File: src/rtl/norm_shift_24bit.sv
// rtl/norm_shift_24bit.sv - two-stage mantissa normalization with exponent adjust and denormal clamp
module norm_shift_24bit #(
  parameter int SIZE_DATA = 24,
  parameter int SIZE_LOPD = 5,
  parameter int SIZE_EXP  = 8
) (
  input  logic                 i_clk,
  input  logic                 i_rst_n,
  input  logic                 i_valid,
  output logic                 o_ready,
  input  logic [SIZE_DATA-1:0] i_mantissa,
  input  logic [SIZE_EXP-1:0]  i_exponent,
  input  logic                 i_sign,
  input  logic [SIZE_LOPD-1:0] i_one_position,
  input  logic                 i_zero_flag,
  output logic                 o_valid,
  input  logic                 i_ready,
  output logic [SIZE_DATA-1:0] o_mantissa,
  output logic [SIZE_EXP-1:0]  o_exponent,
  output logic                 o_sign,
  output logic                 o_zero,
  output logic                 o_denorm
);

  // Largest shift that still keeps at least the LSB inside the mantissa.
  localparam logic [SIZE_EXP-1:0] MAX_SHIFT = SIZE_EXP'(SIZE_DATA - 1);

  logic en1;
  logic en2;
  logic v1;
  logic v2;

  // Stage 1 storage
  logic [SIZE_DATA-1:0] mant1;
  logic [SIZE_EXP-1:0]  exp1;
  logic [SIZE_LOPD-1:0] shamt1;
  logic                 sign1;
  logic                 zero1;
  logic                 denorm1;

  // Stage 1 next-state decisions
  logic [SIZE_EXP-1:0]  pos_ext;
  logic                 is_norm;
  logic [SIZE_EXP-1:0]  sh_raw;
  logic [SIZE_LOPD-1:0] shamt_next;
  logic [SIZE_EXP-1:0]  exp_next;
  logic                 denorm_next;

  // A stage may load when it is empty or its contents move on this edge.
  assign en2     = !v2 || i_ready;
  assign en1     = !v1 || en2;
  assign o_ready = en1;
  assign o_valid = v2;

  // Decide shift amount and result exponent from the trusted leading-one position.
  always_comb begin
    pos_ext     = {{(SIZE_EXP-SIZE_LOPD){1'b0}}, i_one_position};
    is_norm     = i_exponent > pos_ext;
    sh_raw      = '0;
    exp_next    = '0;
    denorm_next = 1'b0;
    if (is_norm) begin
      sh_raw   = pos_ext;
      exp_next = i_exponent - pos_ext;
    end else begin
      // Shift only as far as the exponent can pay for, leaving exponent 0.
      sh_raw      = (i_exponent == '0) ? '0 : i_exponent - SIZE_EXP'(1);
      denorm_next = !i_zero_flag;
    end
    if (i_zero_flag) begin
      sh_raw   = '0;
      exp_next = '0;
    end
    shamt_next = (sh_raw > MAX_SHIFT) ? MAX_SHIFT[SIZE_LOPD-1:0] : sh_raw[SIZE_LOPD-1:0];
  end

  // Stage 1: capture the beat together with its precomputed shift decision.
  always_ff @(posedge i_clk or negedge i_rst_n) begin
    if (!i_rst_n) begin
      v1      <= 1'b0;
      mant1   <= '0;
      exp1    <= '0;
      shamt1  <= '0;
      sign1   <= 1'b0;
      zero1   <= 1'b0;
      denorm1 <= 1'b0;
    end else if (en1) begin
      v1 <= i_valid;
      if (i_valid) begin
        mant1   <= i_mantissa;
        exp1    <= exp_next;
        shamt1  <= shamt_next;
        sign1   <= i_sign;
        zero1   <= i_zero_flag;
        denorm1 <= denorm_next;
      end
    end
  end

  // Stage 2: apply the shift and present registered results; held while stalled.
  always_ff @(posedge i_clk or negedge i_rst_n) begin
    if (!i_rst_n) begin
      v2         <= 1'b0;
      o_mantissa <= '0;
      o_exponent <= '0;
      o_sign     <= 1'b0;
      o_zero     <= 1'b0;
      o_denorm   <= 1'b0;
    end else if (en2) begin
      v2 <= v1;
      if (v1) begin
        o_mantissa <= zero1 ? '0 : (mant1 << shamt1);
        o_exponent <= exp1;
        o_sign     <= sign1;
        o_zero     <= zero1;
        o_denorm   <= denorm1;
      end
    end
  end

endmodule

File: config.mk
export PLATFORM = sky130hd
export DESIGN_NAME = norm_shift_24bit
export DESIGN_NICKNAME = d
export VERILOG_FILES = /design/src/rtl/norm_shift_24bit.sv
export SDC_FILE = /design/constraint.sdc
export NUM_CORES = 1
export LEC_CHECK = 0
export ABC_CLOCK_PERIOD_IN_PS = 2950
export BUFFER_PORTS_ARGS = -buffer_cell sky130_fd_sc_hd__buf_2
export CAP_MARGIN = 10
export CORE_ASPECT_RATIO = 0.6
export CORE_MARGIN = 8
export CORE_UTILIZATION = 45
export DETAILED_ROUTE_END_ITERATION = 6
export MAX_ROUTING_LAYER = met4
export PLACE_DENSITY = 0.72
export SETUP_SLACK_MARGIN = 0.15
export SYNTH_ARGS = -nofsm -noshare
export SYNTH_HDL_FRONTEND = slang
export SYNTH_SLANG_ARGS = --single-unit
File: constraint.sdc
create_clock -name i_clk -period 2.95 [get_ports i_clk]
set_input_delay 0.7375 -clock i_clk [delete_from_list [all_inputs] [get_ports i_clk]]
set_output_delay 0.7375 -clock i_clk [all_outputs]
set_load 0.02 [all_outputs]
# Yosys cells after proc, flatten, opt, wreduce, memory -nomap -nowiden

Index checks and enable logic that the tools add are counted.

Flip-flop bits (word level): 77
Output and inout bits: 37
Word-level logic and storage cells: 34

$add $sub $neg: 2
$lt $le $gt $ge: 2
Shift operators: 1
Muxes and demuxes: 8
Reduce and logical (&&, ||, !) cells: 8

Operators with widths:

| cell                                                           | number |
|---|---|
| two-way mux 8 bit                                              | 5 |
| two-way mux 24 bit                                             | 1 |
| << shifter 24 x 5 -> 24 bit                                    | 1 |
| greater-than comparator 8 x 5 -> 1 bit                         | 1 |
| greater-than comparator 8 x 5 -> 1 bit (second input constant) | 1 |
| logical NOT 8 bit                                              | 1 |
| subtractor 8 x 1 -> 8 bit (second input constant)              | 1 |
| subtractor 8 x 5 -> 8 bit                                      | 1 |
| two-way mux 5 bit                                              | 1 |
| AND reduction 2 bit                                            | 2 |
| logical NOT 1 bit                                              | 3 |
| logical OR 1 bit                                               | 2 |
| two-way mux 1 bit                                              | 1 |

# Longest topological paths before layout

Word-level depth: 6
Mapped depth: 9

# Worst setup path before layout

OpenSTA, ideal clock, no wires.

Path type: input port to flip-flop
Start point: input port i_exponent[0]
End point: register exp1[2]
Arrival time: 2429 ps
Slack: 438 ps
Stages: 9
Buffers on the path: 1
Cells stage by stage: inv_1 -> ha_1 -> fa_1 -> or2b_2 -> o2bb2ai_1 -> a21oi_2 -> buf_6 -> nand2_1 -> o21ai_0

Word-level cells in the longest chain between the ends: 3

Ends and longest elaborated chain:

| element                                                                             | line   | source |
|---|---|---|
| start, declared                                                                     | 12     | `input logic [SIZE_EXP-1:0] i_exponent,` |
| subtractor 8 x 5 -> 8 bit or greater-than comparator 8 x 5 -> 1 bit (tied branches) | 64, 58 |  |
| two-way mux 8 bit *                                                                 | 62     | `if (is_norm) begin` |
| two-way mux 8 bit *                                                                 | 70     | `if (i_zero_flag) begin` |
| end signal, assigned                                                                | 91     | `exp1 <= exp_next;` |
| end, declared                                                                       | 35     | `logic [SIZE_EXP-1:0] exp1;` |

Every way passes the cells marked *; elsewhere a longest branch is shown, timed or not.
A chain may end at the register's enable or synchronous reset.

# Worst setup path in the final report

Start point: input port i_exponent[0]
End point: register exp1[3]

Same word-level chain as after synthesis.

==> results.txt <==
----------------------------------------------------
[Synth]
  Post-synthesis net count ... 417
  Top cell types by occurrence after synthesis ... dfrtp_1 (77), mux2_2 (44), nand2_1 (33)
  Combinational family with the most area after synthesis ... multiplexers
  Most frequent cell after synthesis ... dfrtp_1
  Flip-flop and latch count after synthesis ... 77
  Syn_area_per_cell ... 11.54 um^2
  Synth cell types ... 51
  Synthesized-area fraction occupied by and/or/nand/nor cells ... 10.78%
  Synth area leaders ... dfrtp_1 (46%), mux2_2 (12%), mux2i_1 (7.3%), mux4_2 (5.3%), nand2_1 (2.9%)
  Synth Instances ... 366
  Combined area of all synthesized cells ... 0.004224 mm^2
  Share of synthesized area spent on multiplexers ... 24.41%
  Number of synthesized flops with an enable pin ... 0
  Most area-hungry cell type in the Yosys netlist ... dfrtp_1
  Count of yosys warnings during synthesis ... 0
  Share of the synthesized netlist area taken by xor and xnor gates ... 1.866%
  Adder-cell share of the synthesized area ... 2.547%
  Top cell type's share of synthesized area ... 45.62%
  Fraction of the yosys area taken by sequential cells ... 45.62%
  Most used flip-flop cell after synthesis ... dfrtp_1
  Fraction of the mapped netlist area in compound gates ... 11.32%
  Synth async-reset ratio ... 100.0%

[GRT]
  Total track usage ... 18.23%
  Number of global-route vias before repair ... 3,266
  Pin count of the biggest net entering global routing ... 78
  Total gr overflow ... 0
  Antenna violations before repair ... 0
  Global-route wire length before repair ... 18.13 mm

[Job]
  Max Cap Viol ... 0

[Detailed routing]
  Post-route antenna net violation count ... 0
  Iteration count of the initial detailed-routing pass ... 5
  Drt total wl ... 11.07 mm
  Vias per Instance ... 5.604
  Vias ... 3,245
  DRC ... 0
  Detailed-route wire length per cell ... 19.11 um
  Iteration-0 DRC count of the detailed router ... 335

[CTS]
  CTS tree ... done
  Count of buffers added by post-CTS timing repair for setup ... 0
  Number of buffers between clock root and the deepest sink ... 2
  Total number of H-tree levels ... 3
  Clock Tree Root ... clkbuf_16
  CTS clock-pin slew for the worst setup and hold paths ... 0.06 ns
  Number of gates resized after CTS ... 0
  Hold_buf cts ... 0
  Clock insertion delay at the later pin of the skew report ... 0.34 ns
  Number of clock sinks ... 77
  Number of clock buffers inserted by TritonCTS ... 9

[STA]
  Final setup violating endpoints ... 0
  Worst-case clock skew ... 0.007833 ns
  Max-slew violation total from the final report ... 0
  Max-slew headroom ... 27.44%
  Final min period ... 2.583 ns
  Unrepaired setup endpoints after global routing ... false
  Setup Total Neg Slack ... 0 ns
  Final period utilization ... 87.58%
  Final Hold Violating Endpoints ... 0
  Actual transition at the worst max-transition pin ... 1.088 ns
  Max Fclk ... 387.1 MHz
  Worst slack on hold paths ... 0.4791 ns

[Final layout]
  Syn-to-layout area delta ... 19.16%
  Number of antenna diodes ... 0
  Ratio of cells with drive above 1 in the final layout ... 37.19%
  Count of nets after finishing ... 495
  Area taken by flip-flops and latches ... 0.001927 mm^2
  Area taken by multi-input logic gates ... 0.002158 mm^2
  Layout filler cell count ... 809

[Die]
  X dimension of the die ... 141.1 um
  Effective utilization at floorplan ... 46.14%
  Number of I/O pins ... 80
  Number of core rows ... 27
  Die H ... 91.05 um
  Core Footprint ... 0.009155 mm^2
  Total Die Area ... 0.01284 mm^2

[Placement]
  Final estimated routing congestion in global placement ... 0.8898
  Port Buffers ... 79
  HPWL reported at the end of detailed placement ... 8.557 mm

[Power]
  Pwr Density ... 723.5 mW/mm^2
  Worst vdd rail ir drop ... 380.8 uV
  Leakage power figure ... 2.309 nW

[Setup path]
  Highest net fanout along the worst path ... 9
  CP startpoint kind ... input port
  Signal arrival time at the worst endpoint ... 2.84 ns
  CP Capture Type ... register
  Startpoint-to-endpoint class of the critical path ... input port to register
  Data required time of the critical path ... 3.20 ns

[Hold path]
  Path category of the worst min-delay check ... register to register

[Outcome]
  Outcome ... finished clean

----------------------------------------------------
[path summary, 6_finish.rpt]
| kind | startpoint | to | slack, ns | cells after the start |
|---|---|---|---|---|
| min reg2reg | o_mantissa[7] | o_mantissa[7] | 0.48 | 2 |
| min in group asynchronous | i_rst_n | mant1[23] | 0.53 | 1 |
| max reg2reg | shamt1[1] | o_mantissa[16] | 0.51 | 6 |
| max | i_exponent[0] | exp1[3] | 0.37 | 9 |
| max in group asynchronous | i_rst_n | mant1[9] | 1.74 | 1 |
| min | o_mantissa[7] | o_mantissa[7] | 0.48 | 2 |
[state kept, by name, indices dropped and copies added, names as in the netlist, 5 cells and up]
register    flops
exp1            8
mant1          24
o_exponent      8
o_mantissa     24
shamt1          5
[final cells by class]
type	instances	share of cell area, %
clock buffers	9	4.474
clock inverters	7	1.143
inverters	8	0.5966
multi-input cells	259	42.88
flip-flops and latches	77	38.28
well taps	130	3.231
repair buffers	89	9.396
[power breakdown]
group | internal [W] | switching [W] | total [W]
clock network | 0.000581 | 0.000461 | 0.00104
registers | 0.00126 | 0.000203 | 0.00146
logic | 0.000500 | 0.000639 | 0.00114
total | 0.00234 | 0.00130 | 0.00364
[routing by layer]
metal	track usage [%]	up-vias	wire (um)
li1	-	1530	-
met1	27.74	1584	5914
met2	22.76	121	4225
met3	4.911	10	821
met4	4.448	0	102
met5	-	-	0
[kinds of logic (layout without fill, tap and decap cells)]
logic type,after synthesis,count (layout)
multiplexers,85,85
adder cells (fa/ha/maj),8,8
XOR/XNOR,9,9
AO/OA/AOI/OAI,66,66
AND/OR/NAND/NOR,91,91
flip-flops,77,77
buffers and inverters,30,113
[stage by stage]
step | std cells | setup slack [ns] | area [um^2] | total power (W) | util (%)
floorplan | 366 | 0.4385 | 4224 | 0.002190 | -
global placement | 563 | 0.06070 | 4743 | 0.002575 | 51.81
detailed placement | 563 | -0.05726 | 4743 | 0.002603 | 51.81
CTS | 579 | 0.3074 | 5026 | 0.003652 | 54.90
global route | 579 | 0.2207 | 5034 | 0.003831 | 54.98
finish | 579 | 0.3665 | 5034 | 0.003642 | 54.98
[layout by cell type (no fill, tap or decap), drive strengths merged, types with 5 or more instances in the layout]
master / instances
a21oi: 6
a221o: 5
a22o: 6
buf: 89
clkbuf: 9
dfrtp: 77
ha: 7
inv: 11
mux2: 44
mux2i: 31
mux4: 10
nand2: 33
nand3: 6
nand4: 6
nor2: 18
o21ai: 24
o221ai: 6
or3: 5
xor2: 5
[critical path, cell delays in order]
cell	delay [ns]
buf_2	0.12
inv_1	0.08
ha_1	0.24
fa_1	0.42
or2b_2	0.30
o2bb2ai_1	0.22
a21oi_4	0.28
nand2_1	0.21
o21ai_0	0.22
Note: power is estimated with default switching activity, not from simulation.
